--- src/rtl/char_pkg.sv ---
// Shared character-state definitions used by the state handler, position handler and renderer.
// Holds state codes, the state width and the default attack-phase frame lengths.
package char_pkg;

    localparam int STATE_W = 4;
    typedef logic [STATE_W-1:0] state_t;

    localparam state_t S_IDLE              = 4'd0;
    localparam state_t S_LEFT              = 4'd1;
    localparam state_t S_RIGHT             = 4'd2;
    localparam state_t S_ATTACK_START      = 4'd3;
    localparam state_t S_ATTACK_ACTIVE     = 4'd4;
    localparam state_t S_ATTACK_RECOVERY   = 4'd5;
    localparam state_t S_ATTACK_DIR_START  = 4'd6;
    localparam state_t S_ATTACK_DIR_ACTIVE = 4'd7;
    localparam state_t S_ATTACK_DIR_RECOV  = 4'd8;

    localparam int ATK_START_FR_DEF  = 5;
    localparam int ATK_ACTIVE_FR_DEF = 2;
    localparam int ATK_RECOV_FR_DEF  = 16;
    localparam int DIR_START_FR_DEF  = 4;
    localparam int DIR_ACTIVE_FR_DEF = 3;
    localparam int DIR_RECOV_FR_DEF  = 15;

    function automatic logic is_attack_state(input state_t s);
        return (s >= S_ATTACK_START) && (s <= S_ATTACK_DIR_RECOV);
    endfunction

    // Movement-group decision; rule order matters (attack beats direction).
    function automatic state_t move_next(input logic left, input logic right,
                                         input logic press);
        state_t s;
        if (press && (left ^ right))  s = S_ATTACK_DIR_START;
        else if (press)               s = S_ATTACK_START;
        else if (left && !right)      s = S_LEFT;
        else if (right && !left)      s = S_RIGHT;
        else                          s = S_IDLE;
        return s;
    endfunction

endpackage

--- src/rtl/char_state_handler.sv ---
// Per-player character state machine: movement from button levels, attacks sequenced
// through frame-counted startup/active/recovery phases. Advances only on frame_tick.
module char_state_handler
    import char_pkg::*;
#(
    parameter int ATK_START_FR  = ATK_START_FR_DEF,
    parameter int ATK_ACTIVE_FR = ATK_ACTIVE_FR_DEF,
    parameter int ATK_RECOV_FR  = ATK_RECOV_FR_DEF,
    parameter int DIR_START_FR  = DIR_START_FR_DEF,
    parameter int DIR_ACTIVE_FR = DIR_ACTIVE_FR_DEF,
    parameter int DIR_RECOV_FR  = DIR_RECOV_FR_DEF
) (
    input  logic               clk,
    input  logic               rst,
    input  logic               frame_tick,
    input  logic               btn_left,
    input  logic               btn_right,
    input  logic               btn_attack,
    output logic [STATE_W-1:0] state,
    output logic               hitbox_active,
    output logic               attack_busy
);

    // The phase counter is 5 bits, so every length must fit in 1..31.
    if (ATK_START_FR < 1 || ATK_START_FR > 31 || ATK_ACTIVE_FR < 1 || ATK_ACTIVE_FR > 31 ||
        ATK_RECOV_FR < 1 || ATK_RECOV_FR > 31 || DIR_START_FR < 1 || DIR_START_FR > 31 ||
        DIR_ACTIVE_FR < 1 || DIR_ACTIVE_FR > 31 || DIR_RECOV_FR < 1 || DIR_RECOV_FR > 31)
    begin : g_bad_frame_len
        $error("char_state_handler: frame lengths must be in 1..31");
    end

    localparam logic [4:0] L_AS = 5'(ATK_START_FR);
    localparam logic [4:0] L_AA = 5'(ATK_ACTIVE_FR);
    localparam logic [4:0] L_AR = 5'(ATK_RECOV_FR);
    localparam logic [4:0] L_DS = 5'(DIR_START_FR);
    localparam logic [4:0] L_DA = 5'(DIR_ACTIVE_FR);
    localparam logic [4:0] L_DR = 5'(DIR_RECOV_FR);

    state_t     state_q, state_d;
    logic [4:0] cnt_q, cnt_d;
    logic       atk_prev_q, atk_prev_d;
    logic       attack_press;
    state_t     move_state;

    always_ff @(posedge clk or posedge rst) begin
        if (rst) begin
            state_q    <= S_IDLE;
            cnt_q      <= 5'd0;
            atk_prev_q <= 1'b0;
        end else begin
            state_q    <= state_d;
            cnt_q      <= cnt_d;
            atk_prev_q <= atk_prev_d;
        end
    end

    assign attack_press = btn_attack & ~atk_prev_q;
    assign move_state   = move_next(btn_left, btn_right, attack_press);

    always_comb begin
        state_d    = state_q;
        cnt_d      = cnt_q;
        atk_prev_d = atk_prev_q;
        if (frame_tick) begin
            atk_prev_d = btn_attack;
            case (state_q)
                S_IDLE, S_LEFT, S_RIGHT: begin
                    state_d = move_state;
                    cnt_d   = is_attack_state(move_state) ? 5'd1 : 5'd0;
                end
                S_ATTACK_START: begin
                    if (cnt_q == L_AS) begin
                        state_d = S_ATTACK_ACTIVE;
                        cnt_d   = 5'd1;
                    end else begin
                        cnt_d = cnt_q + 5'd1;
                    end
                end
                S_ATTACK_ACTIVE: begin
                    if (cnt_q == L_AA) begin
                        state_d = S_ATTACK_RECOVERY;
                        cnt_d   = 5'd1;
                    end else begin
                        cnt_d = cnt_q + 5'd1;
                    end
                end
                S_ATTACK_DIR_START: begin
                    if (cnt_q == L_DS) begin
                        state_d = S_ATTACK_DIR_ACTIVE;
                        cnt_d   = 5'd1;
                    end else begin
                        cnt_d = cnt_q + 5'd1;
                    end
                end
                S_ATTACK_DIR_ACTIVE: begin
                    if (cnt_q == L_DA) begin
                        state_d = S_ATTACK_DIR_RECOV;
                        cnt_d   = 5'd1;
                    end else begin
                        cnt_d = cnt_q + 5'd1;
                    end
                end
                // Leaving recovery re-enters the movement group on the same tick.
                S_ATTACK_RECOVERY, S_ATTACK_DIR_RECOV: begin
                    if (cnt_q == ((state_q == S_ATTACK_RECOVERY) ? L_AR : L_DR)) begin
                        state_d = move_state;
                        cnt_d   = is_attack_state(move_state) ? 5'd1 : 5'd0;
                    end else begin
                        cnt_d = cnt_q + 5'd1;
                    end
                end
                default: begin
                    state_d = S_IDLE;
                    cnt_d   = 5'd0;
                end
            endcase
        end
    end

    assign state         = state_q;
    assign hitbox_active = (state_q == S_ATTACK_ACTIVE) || (state_q == S_ATTACK_DIR_ACTIVE);
    assign attack_busy   = is_attack_state(state_q);

endmodule

--- config.mk ---
export PLATFORM = sky130hd
export DESIGN_NAME = char_state_handler
export DESIGN_NICKNAME = d
export VERILOG_FILES = /design/src/rtl/char_pkg.sv /design/src/rtl/char_state_handler.sv
export SDC_FILE = /design/constraint.sdc
export NUM_CORES = 1
export LEC_CHECK = 0
export ABC_AREA = 1
export BUFFER_PORTS_ARGS = -buffer_cell sky130_fd_sc_hd__buf_2
export CAP_MARGIN = 20
export CORE_UTILIZATION = 60
export CTS_CLUSTER_DIAMETER = 40
export DETAILED_ROUTE_END_ITERATION = 7
export GPL_ROUTABILITY_DRIVEN = 0
export GPL_TIMING_DRIVEN = 0
export HOLD_SLACK_MARGIN = 0.08
export PLACE_DENSITY_LB_ADDON = 0.05
export SLEW_MARGIN = 20
export SYNTH_ARGS = -nofsm -noshare
export SYNTH_HDL_FRONTEND = slang
export SYNTH_SLANG_ARGS = --single-unit
export TNS_END_PERCENT = 1
--- constraint.sdc ---
create_clock -name clk -period 3 [get_ports clk]
set_clock_uncertainty 0.05 [all_clocks]
set_input_delay 0.6 -clock clk [delete_from_list [all_inputs] [get_ports clk]]
set_output_delay 0.6 -clock clk [all_outputs]
set_load 0.1 [all_outputs]
==> results of run 1 <==
==> flip-flops by register name (all words and copies together), names as in the netlist <==
| name | flops |
|---|---|
| cnt_q | 5 |
| state | 4 |
| atk_prev_q | 1 |
==> per-layer routing <==
layer	vias up	wire length, um	global-route usage [%]
li1	476	-	-
met1	408	931	35.59
met2	30	1031	49.22
met3	2	101	1.630
met4	0	7	10.48
met5	-	0	0
==> cell type report <==
cell class	count	area (um^2)	area share, %
inverters	21	78.83	7.590
clock buffers	4	36.28	3.494
flip-flops and latches	10	250.2	24.10
well taps	15	18.77	1.807
multi-input cells	108	584.3	56.26
plain buffers	2	15.01	1.446
repair buffers	11	55.05	5.301
==> stage by stage <==
step	setup WS (ps)	cell area, um^2	utilization [%]
6_report	715.1	1039	76.01
5_1_grt	640.5	1039	76.01
4_1_cts	718.2	1039	76.01
3_5_place_dp	1004	1002	73.35
3_3_place_gp	1049	1002	73.35
2_1_floorplan	-387.1	928.4	-
==> worst max path at each step <==
stage / to
after floorplan: hitbox_active
after global placement: attack_busy
after detailed placement: attack_busy
after CTS: attack_busy
after global routing: attack_busy
final: attack_busy
==> kinds of logic (layout without fill, tap and decap cells) <==
family / after synthesis / in the layout / share of synthesized area, %
AO/OA/AOI/OAI: 8 / 8 / 4.601
XOR/XNOR: 3 / 3 / 2.842
adder cells (fa/ha/maj): 6 / 6 / 8.119
buffers and inverters: 23 / 38 / 10.15
flip-flops: 10 / 10 / 27.06
AND/OR/NAND/NOR: 91 / 91 / 47.23
==> power by group <==
part | switching, mW | internal [mW]
logic | 0.532 | 0.172
registers | 0.0597 | 0.170
clock network | 0.0417 | 0.0735
==> cell usage in the layout, fill, tap and decap left out <==
master    instances
buf_2            11
clkbuf_1          1
o21ai_0           2
clkbuf_4          3
nand3_1           9
nor3_1            1
a21boi_2          1
nand3_2           3
a21oi_1           1
buf_6             1
nand2_4           3
xor2_1            3
nand2_2           3
ha_1              6
nor2_2            2
nor2_1           14
nor2_4            1
inv_2             4
clkbuf_8          1
dfrtp_1          10
nand3b_1          1
nand2_1          47
nand4_1           7
inv_1            17
o21ai_1           4
==> flow_metrics.env, run 1 <==
export IMPL_startpoint_type="register"
export IMPL_r2r_end="state[2]"
export IMPL_cts_buffer_depth=2
export IMPL_antenna_left=0
export IMPL_ys_types=22
export IMPL_slew_viol_final=0
export IMPL_ys_seq_elements=10
export IMPL_critical_path_cell_chain="nor2_1 > nand3_1 > a21boi_2 > buf_2"
export IMPL_fp_dieArea_um2=1702
export IMPL_wire_per_inst_um=12.12
export IMPL_cap_viol_max_count=0
export IMPL_cts_sink_count=10
export IMPL_p_leak_nw=0.5892
export IMPL_vias=916
export IMPL_drtIter0Drc=31
export IMPL_synth_area_per_cell_um2=6.558
export IMPL_grtUsageTotal_pct=27.97
export IMPL_cp_arrival_ps=1630
export IMPL_rsz0062_at_grt="no"
export IMPL_ys_async_sr_fraction_pct=100.0
export IMPL_yosysTopAreaCell="dfrtp_1"
export IMPL_core_um2=1366
export IMPL_cts_hold_buf=0
export IMPL_grt_pass1_vias=787
export IMPL_p_per_area_nw_per_um2=1009
export IMPL_drive_above_1_share_pct=21.15
export IMPL_fin_crit_sh_pct=76.16
export IMPL_crit_path_max_fanout=6
export IMPL_critPathTopFamily="flip-flops"
export IMPL_placed_cells=167
export IMPL_r2r_slack_ps=1230
export IMPL_htreeDepth=1
export IMPL_startpoint="state[1]"
export IMPL_status="complete, no violations"
export IMPL_diodes=0
export IMPL_synth_flop_cell="dfrtp_1"
export IMPL_die_h_um=41.26
export IMPL_hold_ws_ps=247.6
export IMPL_max_freq_mhz=437.7
export IMPL_antenna_found_initial=0
export IMPL_setup_viol=0
export IMPL_synth_top_area_share_pct=27.06
export IMPL_cpPeakStageDelay_ps=440
export IMPL_cts_tree="yes"
export IMPL_yosysMostFrequentCell="nand2_1"
export IMPL_port_buffers=11
export IMPL_drcViolationCount=0
export IMPL_num_rows=13
export IMPL_synthCells=141
export IMPL_reg2reg_depth=9
export IMPL_min_period_ps=2285
export IMPL_gr_total_overflow=0
export IMPL_cts_setup_buffers=0
export IMPL_first_pass_iters=4
export IMPL_cts_buffers=3
export IMPL_drt_wl_total_um=2072
export IMPL_fin_cells=171
export IMPL_hp_class="in -> async"
export IMPL_clk_latency_ps=250
export IMPL_synth_edf_count=0
export IMPL_fillers=115
export IMPL_syn_num_nets=153
export IMPL_synth_top_cells_by_area="dfrtp_1 (27%), nand2_1 (19%), ha_1 (8.1%)"
export IMPL_grt_pass1_wl_um=3056
export IMPL_crit_type="reg -> out"
export IMPL_final_net_count=169
export IMPL_worstMarginPinSlew_ps=486.2
export IMPL_viasPerCell=5.357
export IMPL_place_hpwl_um=1742
export IMPL_root_buffer="clkbuf_4"
export IMPL_area_growth_pct=12.31
export IMPL_hold_viol=0
export IMPL_fin_setup_tns_ps=0
export IMPL_yosysSeqAreaShare_pct=27.06
export IMPL_synth_cell_area_um2=924.6
export IMPL_total_power_mw=1.048
export IMPL_ir_drop_v=0.0005876
export IMPL_grt_max_degree=11
export IMPL_synthTopCellsByCount="nand2_1 (47), inv_1 (17), nor2_1 (14)"
export IMPL_die_w_um=41.26
export IMPL_path_depth=4
export IMPL_path_clk_slew_ps=60
export IMPL_required_ps=2350
export IMPL_ctsResizeCount=0
export IMPL_io_pins=12
export IMPL_worst_setup_path_end_kind="output pin"
export IMPL_yosysWarnings=0
export IMPL_crit_buf_inv=1
export IMPL_slew_limit_headroom_pct=67.81
export IMPL_timing_rr_start="cnt_q[0]"
export IMPL_slowest_stage="dfrtp_1"
export IMPL_start_util_pct=67.67
(Power assumes the default switching activity.)
==> run 2: changes to the inputs <==
CORE_UTILIZATION = 50   (was 60)
clock period = 1.9 ns   (was 3 ns; I/O delays follow)
==> run 2 against run 1 <==
Via count decreased by 1.7%. Sequential power rose by 76%. Clock power rose by 67%. Utilization down 9.8 points. Sequential share of layout area fell by 0.90 points. Setup slack got worse by 670 ps. First-iteration DRC count is 23% lower. Die area rose by 19%. Wire length is 1.4% lower. Design area is 10% higher. Largest cell class unchanged. Largest power group unchanged.
==> flow_metrics.env, run 2 (same netlist as run 1, synthesis figures left out) <==
export IMPL_status="complete, no violations"
export IMPL_cts_tree="yes"
export IMPL_drcViolationCount=0
export IMPL_regMostFlops="cnt_q"
export IMPL_drive_above_1_share_pct=26.75
export IMPL_fillers=160
export IMPL_fin_crit_sh_pct=97.56
export IMPL_drt_wl_total_um=2042
export IMPL_grt_max_degree=11
export IMPL_rsz0062_at_grt="yes"
export IMPL_start_util_pct=53.55
export IMPL_diodes=0
export IMPL_swShare_pct=57.98
export IMPL_antenna_found_initial=0
export IMPL_hold_viol=0
export IMPL_combPwrFrac_pct=67.3
export IMPL_htreeDepth=1
export IMPL_worst_setup_path_end_kind="output pin"
export IMPL_slew_viol_final=0
export IMPL_p_per_area_nw_per_um2=1589
export IMPL_slew_limit_headroom_pct=67.91
export IMPL_r2r_slack_ps=240
export IMPL_cts_setup_buffers=0
export IMPL_antenna_left=0
export IMPL_setup_viol=0
export IMPL_ir_drop_v=0.0009727
export IMPL_p_leak_nw=0.6080
export IMPL_num_rows=15
export IMPL_io_pins=12
export IMPL_p_seq_share_pct=22.2
export IMPL_die_w_um=45.01
export IMPL_wire_per_inst_um=11.22
export IMPL_core_um2=1727
export IMPL_grtUsageTotal_pct=22.66
export IMPL_area_growth_pct=23.68
export IMPL_cap_viol_max_count=0
export IMPL_hp_class="in -> reg"
export IMPL_final_net_count=170
export IMPL_vias=900
export IMPL_min_delay_path_depth=3
export IMPL_multi_input_area_um2=630.6
export IMPL_cts_buffers=3
export IMPL_clk_latency_ps=260
export IMPL_gr_total_overflow=0
export IMPL_final_common_cell="nand2_1"
export IMPL_port_buffers=11
export IMPL_max_freq_mhz=539.5
export IMPL_final_setup_worst_slack_ps=46.34
export IMPL_root_buffer="clkbuf_4"
export IMPL_min_period_ps=1854
export IMPL_path_clk_slew_ps=70
export IMPL_cp_arrival_ps=1420
export IMPL_startpoint_type="register"
export IMPL_first_pass_iters=4
export IMPL_viasPerCell=4.945
export IMPL_regArea_um2=265.3
export IMPL_cts_sink_count=10
export IMPL_grt_pass1_wl_um=3339
export IMPL_p_int_uw=763.6
export IMPL_clockPowerShare_pct=10.5
export IMPL_drtIter0Drc=24
export IMPL_crit_path_max_fanout=6
export IMPL_grt_pass1_vias=806
export IMPL_fin_setup_tns_ps=0
export IMPL_switching_power_mw=1.054
export IMPL_cts_buffer_depth=2
export IMPL_required_ps=1470
export IMPL_crit_type="reg -> out"
export IMPL_place_hpwl_um=1653
export IMPL_mostFrequentLayoutCells="nand2_1 (46), inv_1 (16), nor2_1 (13)"
export IMPL_largest_register_ffs=5
export IMPL_reg2reg_depth=9
export IMPL_fp_dieArea_um2=2025
export IMPL_worstMarginPinSlew_ps=484.7
export IMPL_die_h_um=45.01
export IMPL_dp_slack_ps=130.7
-- run 2: cell types whose count changed in the layout (fill, tap and decap cells not counted), sizes merged --
cell         delta
dlygate4sd3     +1
-- run 2: worst max-delay path, cell delays in order, from the launching register on --
cell      delay, ps
dfrtp_4         530
nor2_4          150
nand3_4         110
a21boi_4        190
buf_12          190
-- run 2: metal layers --
layer  part of all wire (%)  global-route usage [%]
met5                      0                       0
met4                      0                   1.818
met3                    2.9                   6.000
met2                     53                   40.87
met1                     44                   27.93
-- run 2: power by group through the flow --
stage	combinational (mW)	clock (mW)	sequential, mW
4_1_cts	1.19	0.195	0.406
5_1_grt	1.32	0.207	0.415
3_5_place_dp	1.15	0	0.409
3_3_place_gp	1.14	0	0.405
6_report	1.22	0.192	0.403
2_1_floorplan	0.764	0	0.611
-- run 2: what timing repair did --
action,4_1_cts,5_1_grt
resized for setup,3,3
endpoints found under the setup margin,2,2
endpoints found under the hold margin,10,0
hold buffers,1,0
pin swaps,0,0
-- run 2: area by class of cell --
cell class / count / area share [%]
multi-input cells: 108 / 55.14
clock buffers: 4 / 3.173
repair buffers: 12 / 7.549
well taps: 25 / 2.735
flip-flops and latches: 10 / 23.19
inverters: 21 / 6.893
plain buffers: 2 / 1.313
-- run 2: path summary, 6_finish.rpt --
path                       startpoint          end
hold / removal             btn_attack   atk_prev_q
hold reg to reg            atk_prev_q   atk_prev_q
max in group asynchronous         rst     state[1]
setup / recovery             state[0]  attack_busy
setup reg to reg             cnt_q[0]     state[1]
min in group asynchronous         rst     state[2]
-- run 2: per-stage QoR --
stage	total power [mW]	hold slack [ps]	area, um^2	std cells	util (%)
floorplan	1.375	170.3	989.7	141	-
global placement	1.541	318.4	1076	177	62.32
detailed placement	1.562	314.4	1076	177	62.32
CTS	1.787	297.6	1131	182	65.51
global route	1.942	322.9	1144	182	66.23
finish	1.817	299.4	1144	182	66.23
